===== src/rtl/mem_port_arbiter.sv =====
// Arbitrates fetch and load/store requests onto one single-port memory, one transaction in flight.
// Grant -> mem_req_valid next cycle; response registered one cycle after mem_rsp_valid; requesters stall via *_req_ready.
module mem_port_arbiter #(
  parameter int ADDR_WIDTH     = 32,
  parameter int DATA_WIDTH     = 32,
  parameter int TIMEOUT_CYCLES = 256
) (
  input  logic                    clk,
  input  logic                    reset,
  input  logic                    if_req_valid,
  output logic                    if_req_ready,
  input  logic [ADDR_WIDTH-1:0]   if_addr,
  output logic                    if_rsp_valid,
  output logic [DATA_WIDTH-1:0]   if_rsp_data,
  output logic                    if_rsp_err,
  input  logic                    d_req_valid,
  output logic                    d_req_ready,
  input  logic                    d_we,
  input  logic [ADDR_WIDTH-1:0]   d_addr,
  input  logic [DATA_WIDTH-1:0]   d_wdata,
  input  logic [DATA_WIDTH/8-1:0] d_wstrb,
  output logic                    d_rsp_valid,
  output logic [DATA_WIDTH-1:0]   d_rsp_data,
  output logic                    d_rsp_err,
  output logic                    mem_req_valid,
  input  logic                    mem_req_ready,
  output logic                    mem_we,
  output logic [ADDR_WIDTH-1:0]   mem_addr,
  output logic [DATA_WIDTH-1:0]   mem_wdata,
  output logic [DATA_WIDTH/8-1:0] mem_wstrb,
  input  logic                    mem_rsp_valid,
  input  logic [DATA_WIDTH-1:0]   mem_rsp_data
);
  localparam int SW = DATA_WIDTH / 8;
  localparam int TW = (TIMEOUT_CYCLES > 0) ? $clog2(TIMEOUT_CYCLES + 1) : 1;
  localparam logic [TW-1:0] TLAST = (TIMEOUT_CYCLES > 0) ? TW'(TIMEOUT_CYCLES - 1) : '0;
  localparam bit TO_EN = (TIMEOUT_CYCLES > 0);

  typedef enum logic [1:0] {S_IDLE, S_ISSUE, S_WAIT} state_t;

  state_t                  r_state;
  logic                    r_prio_d;
  logic                    r_owner_d;
  logic [TW-1:0]           r_timer;
  logic                    r_mem_req_valid;
  logic                    r_mem_we;
  logic [ADDR_WIDTH-1:0]   r_mem_addr;
  logic [DATA_WIDTH-1:0]   r_mem_wdata;
  logic [SW-1:0]           r_mem_wstrb;
  logic                    r_if_rsp_valid, r_if_rsp_err;
  logic                    r_d_rsp_valid, r_d_rsp_err;
  logic [DATA_WIDTH-1:0]   r_if_rsp_data, r_d_rsp_data;

  logic w_idle, w_grant_d, w_grant_if, w_both, w_timeout;

  // Ready is gated by reset so nothing can be accepted and then dropped while reset is held.
  assign w_idle     = (r_state == S_IDLE) && !reset;
  assign w_both     = if_req_valid && d_req_valid;
  assign w_grant_d  = w_idle && d_req_valid && (!if_req_valid || r_prio_d);
  assign w_grant_if = w_idle && if_req_valid && (!d_req_valid || !r_prio_d);
  assign w_timeout  = TO_EN && (r_timer == TLAST);

  assign if_req_ready  = w_grant_if;
  assign d_req_ready   = w_grant_d;
  assign mem_req_valid = r_mem_req_valid;
  assign mem_we        = r_mem_we;
  assign mem_addr      = r_mem_addr;
  assign mem_wdata     = r_mem_wdata;
  assign mem_wstrb     = r_mem_wstrb;
  assign if_rsp_valid  = r_if_rsp_valid;
  assign if_rsp_err    = r_if_rsp_err;
  assign if_rsp_data   = r_if_rsp_data;
  assign d_rsp_valid   = r_d_rsp_valid;
  assign d_rsp_err     = r_d_rsp_err;
  assign d_rsp_data    = r_d_rsp_data;

  always_ff @(posedge clk) begin
    if (reset) begin
      r_state         <= S_IDLE;
      r_prio_d        <= 1'b1;
      r_owner_d       <= 1'b0;
      r_timer         <= '0;
      r_mem_req_valid <= 1'b0;
      r_mem_we        <= 1'b0;
      r_mem_addr      <= '0;
      r_mem_wdata     <= '0;
      r_mem_wstrb     <= '0;
      r_if_rsp_valid  <= 1'b0;
      r_if_rsp_err    <= 1'b0;
      r_if_rsp_data   <= '0;
      r_d_rsp_valid   <= 1'b0;
      r_d_rsp_err     <= 1'b0;
      r_d_rsp_data    <= '0;
    end else begin
      // Response outputs are single-cycle pulses; data is zero outside the pulse.
      r_if_rsp_valid <= 1'b0;
      r_if_rsp_err   <= 1'b0;
      r_if_rsp_data  <= '0;
      r_d_rsp_valid  <= 1'b0;
      r_d_rsp_err    <= 1'b0;
      r_d_rsp_data   <= '0;
      case (r_state)
        S_IDLE: begin
          if (w_grant_d || w_grant_if) begin
            r_mem_req_valid <= 1'b1;
            r_mem_we        <= w_grant_d && d_we;
            r_mem_addr      <= w_grant_d ? d_addr : if_addr;
            r_mem_wdata     <= w_grant_d ? d_wdata : '0;
            r_mem_wstrb     <= w_grant_d ? d_wstrb : '0;
            r_owner_d       <= w_grant_d;
            if (w_both) r_prio_d <= w_grant_if;
            r_state         <= S_ISSUE;
          end
        end
        S_ISSUE: begin
          if (mem_req_ready) begin
            r_mem_req_valid <= 1'b0;
            r_timer         <= '0;
            r_state         <= S_WAIT;
          end
        end
        S_WAIT: begin
          if (mem_rsp_valid || w_timeout) begin
            if (r_owner_d) begin
              r_d_rsp_valid <= 1'b1;
              r_d_rsp_err   <= !mem_rsp_valid;
              r_d_rsp_data  <= mem_rsp_valid ? mem_rsp_data : '0;
            end else begin
              r_if_rsp_valid <= 1'b1;
              r_if_rsp_err   <= !mem_rsp_valid;
              r_if_rsp_data  <= mem_rsp_valid ? mem_rsp_data : '0;
            end
            r_state <= S_IDLE;
          end else if (r_timer != {TW{1'b1}}) begin
            r_timer <= r_timer + TW'(1);
          end
        end
        default: r_state <= S_IDLE;
      endcase
    end
  end
endmodule


===== config.mk =====
export PLATFORM = sky130hd
export DESIGN_NAME = mem_port_arbiter
export DESIGN_NICKNAME = d
export VERILOG_FILES = /design/src/rtl/mem_port_arbiter.sv
export SDC_FILE = /design/constraint.sdc
export NUM_CORES = 1
export LEC_CHECK = 0
export CAP_MARGIN = 20
export CORE_MARGIN = 5
export CORE_UTILIZATION = 40
export DETAILED_ROUTE_END_ITERATION = 6
export GPL_TIMING_DRIVEN = 0
export PLACE_DENSITY = 0.77
export SYNTH_ARGS = -nofsm -noshare
export SYNTH_HDL_FRONTEND = slang
export SYNTH_SLANG_ARGS = --single-unit

===== constraint.sdc =====
create_clock -name clk -period 2.8 [get_ports clk]
set_input_delay 0.56 -clock clk [delete_from_list [all_inputs] [get_ports clk]]
set_output_delay 0.56 -clock clk [all_outputs]
set_load 0.01 [all_outputs]

# Word-level counts from Yosys, hierarchy flattened
# Index checks and enable logic that the tools add are counted.
# totals
out_inout_bits	140
word_cells	72
ff_bits	151
inputBits	139
# classes
bitwise	3
n_eq_ne	9
add_sub_neg	1
n_reduce_logical	27
muxes	17
# ops
operator	count
$mux W32	3
$mux W9	3
$pmux W9 S2	1
$add A9 B1 Y9 const B	1
$eq A9 B8 Y1 const B	1
$ne A9 B9 Y1 const B	1
$reduce_and A3 Y1	3
$ne A2 B2 Y1 const B	4
$reduce_or A4 Y1	2
$logic_and A1 B1 Y1	7
$mux W2	3
$pmux W2 S3	1
$logic_not A1 Y1	5
$logic_or A1 B1 Y1	4
$mux W1	4
$mux W4	1
$reduce_and A4 Y1	1
$reduce_bool A2 Y1	2
$not A1 Y1	3
$reduce_or A3 Y1	1
$eq A2 B1 Y1 const B	1
$eq A2 B2 Y1 const B	1
$logic_not A2 Y1	1
$ne A2 B1 Y1 const B	1
other kinds (2)	2

# Depth between registers and ports, before layout
# Gate-level depths: netlist (run 1).
# depth
word_depth	7
mapped_depth	9
depth_no_buf	7

# Worst setup path after synthesis (run 1)
# No wires, ideal clock.
# synth_path
kind	input -> output
from	in reset
to	out if_req_ready
path_buffers	3
setup_slack_ns	0.502
required_ns	2.240
arrival_ns	1.738
cell_stages	5
path_cell_list	clkbuf_1 > nor3_1 > buf_2 > buf_1 > and3_1
# synth_via
elab_chain_len	4
# synth_rtl
element	line_no	text
from (decl)	9	input logic reset,
$logic_not A1 Y1	57	assign w_idle = (r_state == S_IDLE) && !reset;
$logic_and A1 B1 Y1	57	
$logic_and A1 B1 Y1 (2 in series)	60	assign w_grant_if = w_idle && if_req_valid && (!d_req_valid || !r_prio_d);
to (decl)	11	output logic if_req_ready,
# No other way between the ends.

# Final worst setup path (run 1)
# layout_path
from	reg r_state[1]
to	out if_req_ready
# layout_via
elab_chain_len	4
# layout_rtl
element	line_no	text
from (decl)	41	state_t r_state;
from (signal assigned)	79	r_state <= S_IDLE;
from (signal assigned)	112	r_state <= S_ISSUE;
from (signal assigned)	119	r_state <= S_WAIT;
$logic_not A2 Y1	57	
$logic_and A1 B1 Y1	57	
$logic_and A1 B1 Y1 (2 in series)	60	
# No other way between the ends.

==> flow_summary.yaml, run 1 <==
status:
  run_status: "completed"
route:
  drt_first_iter_violations: 497
  postRouteAntennaNets: 0
  routed_wl_um: 20400
  viasPerCell: 5.41
  drcViolationCount: 0
  post_drt_wl_per_cell_um: 18.1
  vias: 6099
  drt_pass1_iterations: 5
synthesis:
  synth.distinct_cells: 32
  async_reset_ff_share_pct: 0
  syn_avg_cell_area_um2: 8.83
  syn_nets: 780
  synth_top_cell_by_area: "dfxtp_1"
  synth_edf_count: 0
  ys_seq_area_share_pct: 53.6
  ys.flop_type: "dfxtp_1"
  syn_area_um2: 5640
  synth_area_leaders: "dfxtp_1 54%, nand4_1 7.8%, a21oi_1 7.1%"
  synth-seq-cells: 151
  syn_inst: 638
  synth_top_cell_area_share_pct: 53.6
  yosys_warnings: 0
floorplanning:
  rows: 43
  die_x_um: 129
  ios: 279
  core_area_um2: 13800
  die_area_um2: 16600
  die_h_um: 129
  initial_core_util_pct: 40.8
cts:
  hold_buffers: 0
  clkTransAtPathRegs_ns: 0.06
  cts_htree_levels: 4
  clockBufferDepth: 2
  clk-insertion-delay-late_ns: 0.42
  cts_tree: "done"
  cts_buffers: 17
  cts_root_buffer: "clkbuf_16"
  clkSinkCount: 151
placed_design:
  dp_hpwl_um: 15300
  io_buffer_count: 276
  finalWeightedCongestion: 0.842
  dp.cells: 1094
global_routing:
  track_usage_pct: 24.4
  grt_max_degree: 17
  first_global_vias: 5910
  gr-total-overflow: 0
  antenna_found_initial: 2
  grt_pass1_wl_um: 31900
critical_path:
  cp_slowest_cell: "clkdlybuf4s50_1"
  crit_required_ns: 2.24
  cp-end-kind: "primary output"
  critPathLaunchType: "register"
  worst_path_largest_cell_delay_ns: 0.57
  crit_chain: "nor3_4, buf_6, buf_4, and3_1, clkdlybuf4s50_1"
  path_class: "reg -> out"
  critPathMaxFanout: 10
  cp.arrival_ns: 2.13
sta:
  clock_skew_ns: 0.00832
  report.final.slew_viol_count: 0
  fmax_ghz: 0.372
  fin_setup_tns_ns: 0
  relSlewSlack_pct: 64.5
  min_period_ns: 2.69
  tightest_slew_ns: 0.533
  fin_crit_sh_pct: 96.0
  setup_viol: 0
  hold_violations: 0
  whs_ns: 0.427
run:
  drv_cap: 0
finish:
  num-nets-final: 1075
  drive_gt1_share_pct: 5.50
  stdcell_count: 1128
  syn_to_final_growth_pct: 64.7
power:
  vdd_drop_max_v: 0.000431
  powerDensity_nw_per_um2: 581
  p_total_w: 0.00540
  leakage_nw: 3.23
hold_path:
  hold_path.class: "in -> reg"
-- metrics by stage --
stage	area, um2	setup slack [ns]	util (%)
final	9280	0.111	67.1
after global routing	9280	-0.00732	67.1
after CTS	9270	0.0603	67.0
after detailed placement	8620	-0.531	62.4
after global placement	8620	-0.517	62.4
after floorplan	5640	0.502	-
-- registers in the layout, summed over array words and instances (netlist names), 2 cells and up --
signal,cells
d_rsp_data,32
if_rsp_data,32
mem_addr,32
mem_wdata,32
r_timer,9
mem_wstrb,4
r_state,2
-- power breakdown --
part | internal, W | leakage (nW) | total (W) | switching [W]
clock network | 0.00145 | 0.292 | 0.00233 | 0.000881
registers | 0.00223 | 1.23 | 0.00227 | 0.0000435
logic | 0.000413 | 1.71 | 0.000800 | 0.000386
total | 0.00409 | 3.23 | 0.00540 | 0.00131
-- routing by layer --
layer  global-route usage, %  wire length, um  part of all wire, %  vias up
li1                        -                -                    -     2939
met2                    41.0            10000                   49      304
met3                    9.51             2260                   11       38
met5                       0                0                    0        -
met1                    27.9             7640                   37     2818
met4                    9.33              504                  2.5        0
-- placed cells by master, fill, tap and decap left out, types with 3 or more instances in the layout --
cell type        count
clkdlybuf4s50_1    274
dfxtp_1            151
a21oi_1             80
nand4_1             70
nor2_1              69
clkbuf_1            58
nand2_1             38
o21ai_0             36
o31ai_1             36
a311oi_1            32
clkbuf_16           17
inv_1                7
buf_1                6
or4_1                6
buf_4                4
o21ai_1              4
buf_2                4
clkinv_2             4
or3_1                3
nand3b_1             3
or4b_1               3
o211ai_1             3
ha_1                 3
bufinv_16            3
clkinvlp_4           3
-- synth_stat cells (6+ instances only) --
library cell    n
a21oi_1        80
a311oi_1       32
buf_1           7
buf_2           6
clkbuf_1       62
dfxtp_1       151
inv_1           7
nand2_1        38
nand4_1        70
nor2_1         69
o21ai_0        36
o31ai_1        36
or4_1           6
-- kinds of logic after synthesis --
group                    synth area share, %
XOR/XNOR                               0.155
buffers and inverters                   5.93
flip-flops                              53.6
AND/OR/NAND/NOR                         18.6
AO/OA/AOI/OAI                           20.8
multiplexers                           0.178
adder cells (fa/ha/maj)                0.666
-- critical path: cells and delay by family (launching register included) --
family / cells / cell delay (ns)
buf+inv: 3 / 0.95
flops: 1 / 0.37
simple gates: 2 / 0.39
-- layout make-up --
type | count | area (um2)
Timing Repair Buffer | 278 | 2780
Fill cell | 1104 | 4540
Multi-Input combinational cell | 402 | 2300
Sequential cell | 151 | 3020
Clock inverter | 12 | 150
Antenna cell | 2 | 5.00
Tap cell | 180 | 225
Buffer | 74 | 312
Inverter | 9 | 33.8
Clock buffer | 20 | 457
-- worst paths after layout --
kind                                    start              to  slack (ns)  cells after the start
worst max-delay path               r_state[1]    if_req_ready        0.11                      5
worst min register to register  mem_req_valid   mem_req_valid        0.46                      2
worst min-delay path            mem_rsp_valid  if_rsp_data[0]        0.43                      3
worst max register to register     r_timer[2]  d_rsp_data[10]        0.31                      8
-- what timing repair did --
action,CTS,global route
buffers inserted,1,1
pin swaps,1,1
endpoints found under the setup margin,2,2
endpoints found under the hold margin,0,0
gates resized for setup,14,3
Note: power is estimated with default switching activity, not from simulation.
==> run 2, diff against run 1 <==
CORE_UTILIZATION = 33   (was 40)
DONT_BUFFER_PORTS = 1   (was not set)
PLACE_DENSITY = 0.44   (was 0.77)
clock period = 3.2 ns   (was 2.8 ns; I/O delays follow)
==> run 2 against run 1 <==
  * Final cell count down 21%
  * Non-clock buffer count down 276
  * Clock skew up 0.0013 ns
  * Worst hold slack worse by 0.069 ns
  * First-iteration DRC count down 62%
  * Sequential share of layout area up 14 points
==> flow_summary.yaml, run 2 (same netlist as run 1, synthesis figures left out) <==
status:
  run_status: "completed"
critical_path:
  critPathLaunchType: "primary input"
  critPathBufInv: 3
  crit_required_ns: 2.56
  worst_path_largest_cell_delay_ns: 0.42
  critPathMaxFanout: 10
  cp_slowest_cell: "buf_1"
  regToRegSetupSlack_ns: 0.71
  path_class: "in -> out"
  critical_path.top_delay_family: "buffers and inverters"
  r2r_end: "d_rsp_data[16]"
  ff2ff_path_depth: 8
  cp-end-kind: "primary output"
  crit_chain: "clkbuf_1, nor3_2, buf_2, buf_1, and3_1"
  r2r-start: "r_timer[2]"
  cp.arrival_ns: 2.23
floorplanning:
  core_area_um2: 16600
  die_area_um2: 19800
  ios: 279
  rows: 47
  initial_core_util_pct: 33.9
  die_x_um: 141
  die_h_um: 141
hold_path:
  hold_path.class: "in -> reg"
  hp-start: "mem_rsp_data[11]"
  whs_path_depth: 2
  hold_path_end: "if_rsp_data[11]"
finish:
  final_common_cell: "dfxtp_1"
  multiInputGateArea_um2: 2280
  syn_to_final_growth_pct: 15.3
  final_cell_mix: "151 x dfxtp_1, 80 x a21oi_1, 70 x nand4_1, 69 x nor2_1, 62 x clkbuf_1"
  nFillCells: 1713
  stdcell_count: 890
  num-nets-final: 799
  antenna_cells: 0
  ff_latch_area_um2: 3020
  drive_gt1_share_pct: 6.72
  fin_util_pct: 39.0
route:
  post_drt_wl_per_cell_um: 21.1
  drcViolationCount: 0
  routed_wl_um: 18800
  vias: 5039
  drt_first_iter_violations: 189
  viasPerCell: 5.66
  postRouteAntennaNets: 0
  drt_pass1_iterations: 5
power:
  leakage_nw: 2.17
  powerDensity_nw_per_um2: 672
  vdd_drop_max_v: 0.000356
global_routing:
  grt_max_degree: 17
  gr-total-overflow: 0
  grt_pass1_wl_um: 28800
  antenna_found_initial: 0
  track_usage_pct: 18.2
  first_global_vias: 5024
cts:
  clkTransAtPathRegs_ns: 0.07
  clk-insertion-delay-late_ns: 0.42
  cts_htree_levels: 4
  hold_buffers: 0
  clockBufferDepth: 2
  clkSinkCount: 151
  cts_tree: "done"
  cts_root_buffer: "clkbuf_16"
  cts_buffers: 17
sta:
  fmax_ghz: 0.349
  rsz0062_at_grt: "no"
  hold_violations: 0
  clock_skew_ns: 0.00962
  relSlewSlack_pct: 60.6
  setup_viol: 0
  min_period_ns: 2.87
  tightest_slew_ns: 0.591
  report.final.slew_viol_count: 0
  fin_crit_sh_pct: 89.6
  layout_setup_ws_ns: 0.331
  fin_setup_tns_ns: 0
placed_design:
  dp.cells: 858
  finalWeightedCongestion: 0.835
  io_buffer_count: 0
  dp_hpwl_um: 14000
  place_ws_ns: 0.107
run:
  drv_cap: 0
run 2: cell count changes in the layout (fill, tap and decap cells not counted), moves of 2 or more:
cell | before | now
clkbuf_8 | 2 | 0
inv_8 | 0 | 4
bufinv_16 | 3 | 1
buf_4 | 4 | 0
buf_2 | 4 | 6
diode_2 | 2 | 0
clkbuf_1 | 58 | 62
clkbuf_2 | 2 | 0
inv_6 | 1 | 6
clkdlybuf4s50_1 | 274 | 0
clkinv_2 | 4 | 1
dlygate4sd2_1 | 2 | 0
run 2: per-stage QoR:
stage / area, um2 / hold slack [ns] / power (W)
after global routing: 6500 / 0.346 / 0.00455
after CTS: 6490 / 0.338 / 0.00442
after floorplan: 5640 / 0.452 / 0.00231
after detailed placement: 5910 / 0.476 / 0.00242
final: 6500 / 0.358 / 0.00437
after global placement: 5910 / 0.469 / 0.00242
run 2: power breakdown:
part	leakage (nW)	internal, W	switching (W)
combinational	0.658	0.000108	0.000239
sequential	1.23	0.00195	0.0000859
clock	0.283	0.00111	0.000881
total	2.17	0.00316	0.00121
run 2: worst max-delay path by stage:
stage,from,end,slack [ns],cells after the start
after global routing,r_state[1],if_req_ready,0.16,4
after global placement,reset,if_req_ready,0.13,5
after detailed placement,reset,if_req_ready,0.11,5
after floorplan,reset,if_req_ready,0.74,5
final,reset,if_req_ready,0.33,5
after CTS,reset,if_req_ready,0.10,5
run 2: cell type report:
class / count / area share [%]
clock buffers: 17 / 6.55
clock inverters: 15 / 2.41
multi-input cells: 402 / 35.2
flip-flops and latches: 151 / 46.5
inverters: 9 / 0.520
well taps: 220 / 4.24
plain buffers: 76 / 4.62
run 2: timing repair:
item,4_1_cts,5_1_grt
buffers inserted,0,0
gates resized for setup,0,1
setup endpoints to repair,0,1
run 2: layer usage:
layer	global-route usage, %	wire length [um]
met4	7.45	541
met1	21.2	7090
met2	29.6	9040
met3	7.52	2090
met5	0	0
==> run 3, diff against run 2 <==
PLACE_DENSITY = 0.58   (was 0.44)
==> run 3 against run 2 <==
  * Global-route usage decreased by 0.13 points
  * Core utilization about the same
  * Worst hold slack improved by 0.0062 ns
  * Clock skew increased by 0.0023 ns
  * Sequential cell count unchanged
  * Cell area about the same
  * Sequential share of layout area about the same
  * Critical path depth unchanged
==> flow_summary.yaml, run 3 (same netlist as run 1, synthesis figures left out) <==
finish:
  syn_to_final_growth_pct: 15.2
  num-nets-final: 799
  nFillCells: 1669
  final_common_cell: "dfxtp_1"
  final_cell_mix: "151 x dfxtp_1, 80 x a21oi_1, 70 x nand4_1, 69 x nor2_1, 62 x clkbuf_1"
  antenna_cells: 0
  drive_gt1_share_pct: 6.72
route:
  drt_pass1_iterations: 5
  post_drt_wl_per_cell_um: 21.2
  routed_wl_um: 18900
  viasPerCell: 5.73
  drt_first_iter_violations: 308
  vias: 5103
  postRouteAntennaNets: 0
  drcViolationCount: 0
sta:
  report.final.slew_viol_count: 0
  tightest_slew_ns: 0.593
  min_period_ns: 2.86
  fin_setup_tns_ns: 0
  hold_violations: 0
  relSlewSlack_pct: 60.5
  setup_viol: 0
  clock_skew_ns: 0.0119
  fin_crit_sh_pct: 89.4
  rsz0062_at_grt: "no"
  fmax_ghz: 0.349
critical_path:
  critPathBufInv: 3
  worst_path_largest_cell_delay_ns: 0.39
  critPathLaunchType: "primary input"
  critical_path.top_delay_family: "buffers and inverters"
  r2r-start: "r_timer[2]"
  cp-end-kind: "primary output"
  critPathMaxFanout: 10
  path_class: "in -> out"
  cp.arrival_ns: 2.22
  cp_slowest_cell: "buf_1"
  critPathLaunch: "reset"
  crit_required_ns: 2.56
  crit_chain: "clkbuf_1, nor3_2, buf_2, buf_1, and3_1"
floorplanning:
  die_area_um2: 19800
  rows: 47
  initial_core_util_pct: 33.9
  ios: 279
  core_area_um2: 16600
  die_h_um: 141
  die_x_um: 141
hold_path:
  hold_path.class: "in -> reg"
  hp-start: "mem_rsp_data[1]"
power:
  powerDensity_nw_per_um2: 672
  p_total_w: 0.00437
  vdd_drop_max_v: 0.000338
  leakage_nw: 2.17
global_routing:
  grt_pass1_wl_um: 28400
  track_usage_pct: 18.0
  grt_max_degree: 17
  use_met1_pct: 20.0
  grtUsageMet3_pct: 7.69
  antenna_found_initial: 0
  gr-total-overflow: 0
  top_usage_layer: "met2"
  first_global_vias: 5066
  grtUsageMet2_pct: 30.4
cts:
  cts_tree: "done"
  clockBufferDepth: 2
  clk-insertion-delay-late_ns: 0.42
  hold_buffers: 0
  cts_buffers: 17
  clkTransAtPathRegs_ns: 0.07
  cts_root_buffer: "clkbuf_16"
  cts_htree_levels: 4
  clkSinkCount: 151
placed_design:
  io_buffer_count: 0
  dp_hpwl_um: 14500
  finalWeightedCongestion: 0.900
status:
  run_status: "completed"
run:
  drv_cap: 0
[run 3: cell count changes in the layout (fill, tap and decap cells not counted)]
cell	before	now
clkinv_2	1	2
clkinvlp_4	2	1
clkinv_4	1	0
inv_6	6	7
[run 3: worst register-to-register path, cell delays in order (launching register included)]
cell	delay (ns)
dfxtp_1	0.40
nand4_1	0.21
nor3_1	0.32
ha_1	0.23
nor2_1	0.05
or4b_1	0.49
clkbuf_1	0.23
clkbuf_1	0.27
nor2_1	0.25
[run 3: what timing repair did]
action	4_1_cts	5_1_grt
setup endpoints to repair	0	1
buffers inserted	0	0
resized for setup	0	1
[run 3: power breakdown]
group	switching, W	leakage [nW]	internal [W]
clock network	0.000877	0.288	0.00111
registers	0.0000882	1.23	0.00195
logic	0.000240	0.658	0.000108
[run 3: metrics by stage]
step | worst slack [ns] | cells | util (%) | area, um2 | hold slack (ns)
after CTS | 0.118 | 890 | 39.0 | 6490 | 0.339
after floorplan | 0.742 | 638 | - | 5640 | 0.452
final | 0.338 | 890 | 39.0 | 6500 | 0.364
after global routing | 0.174 | 890 | 39.0 | 6500 | 0.339
after detailed placement | 0.123 | 858 | 35.5 | 5910 | 0.487
after global placement | 0.135 | 858 | 35.5 | 5910 | 0.466
[run 3: final timing paths]
check | end | slack [ns] | depth (start not counted)
worst min-delay path | if_rsp_data[1] | 0.36 | 2
worst max register to register | d_rsp_data[11] | 0.65 | 8
worst max-delay path | if_req_ready | 0.34 | 5
worst min register to register | r_timer[5] | 0.49 | 2
[run 3: area by class of cell]
type	count	area, um2	area share (%)
flip-flops and latches	151	3020	46.5
clock buffers	17	425	6.55
clock inverters	15	154	2.37
inverters	9	33.8	0.520
well taps	220	275	4.24
plain buffers	76	300	4.62
multi-input cells	402	2280	35.2
[run 3: layer usage]
| metal | routed length (um) | share of wire, % |
|---|---|---|
| met5 | 0 | 0 |
| met3 | 2000 | 11 |
| met1 | 7220 | 38 |
| met2 | 9190 | 49 |
| met4 | 453 | 2.4 |
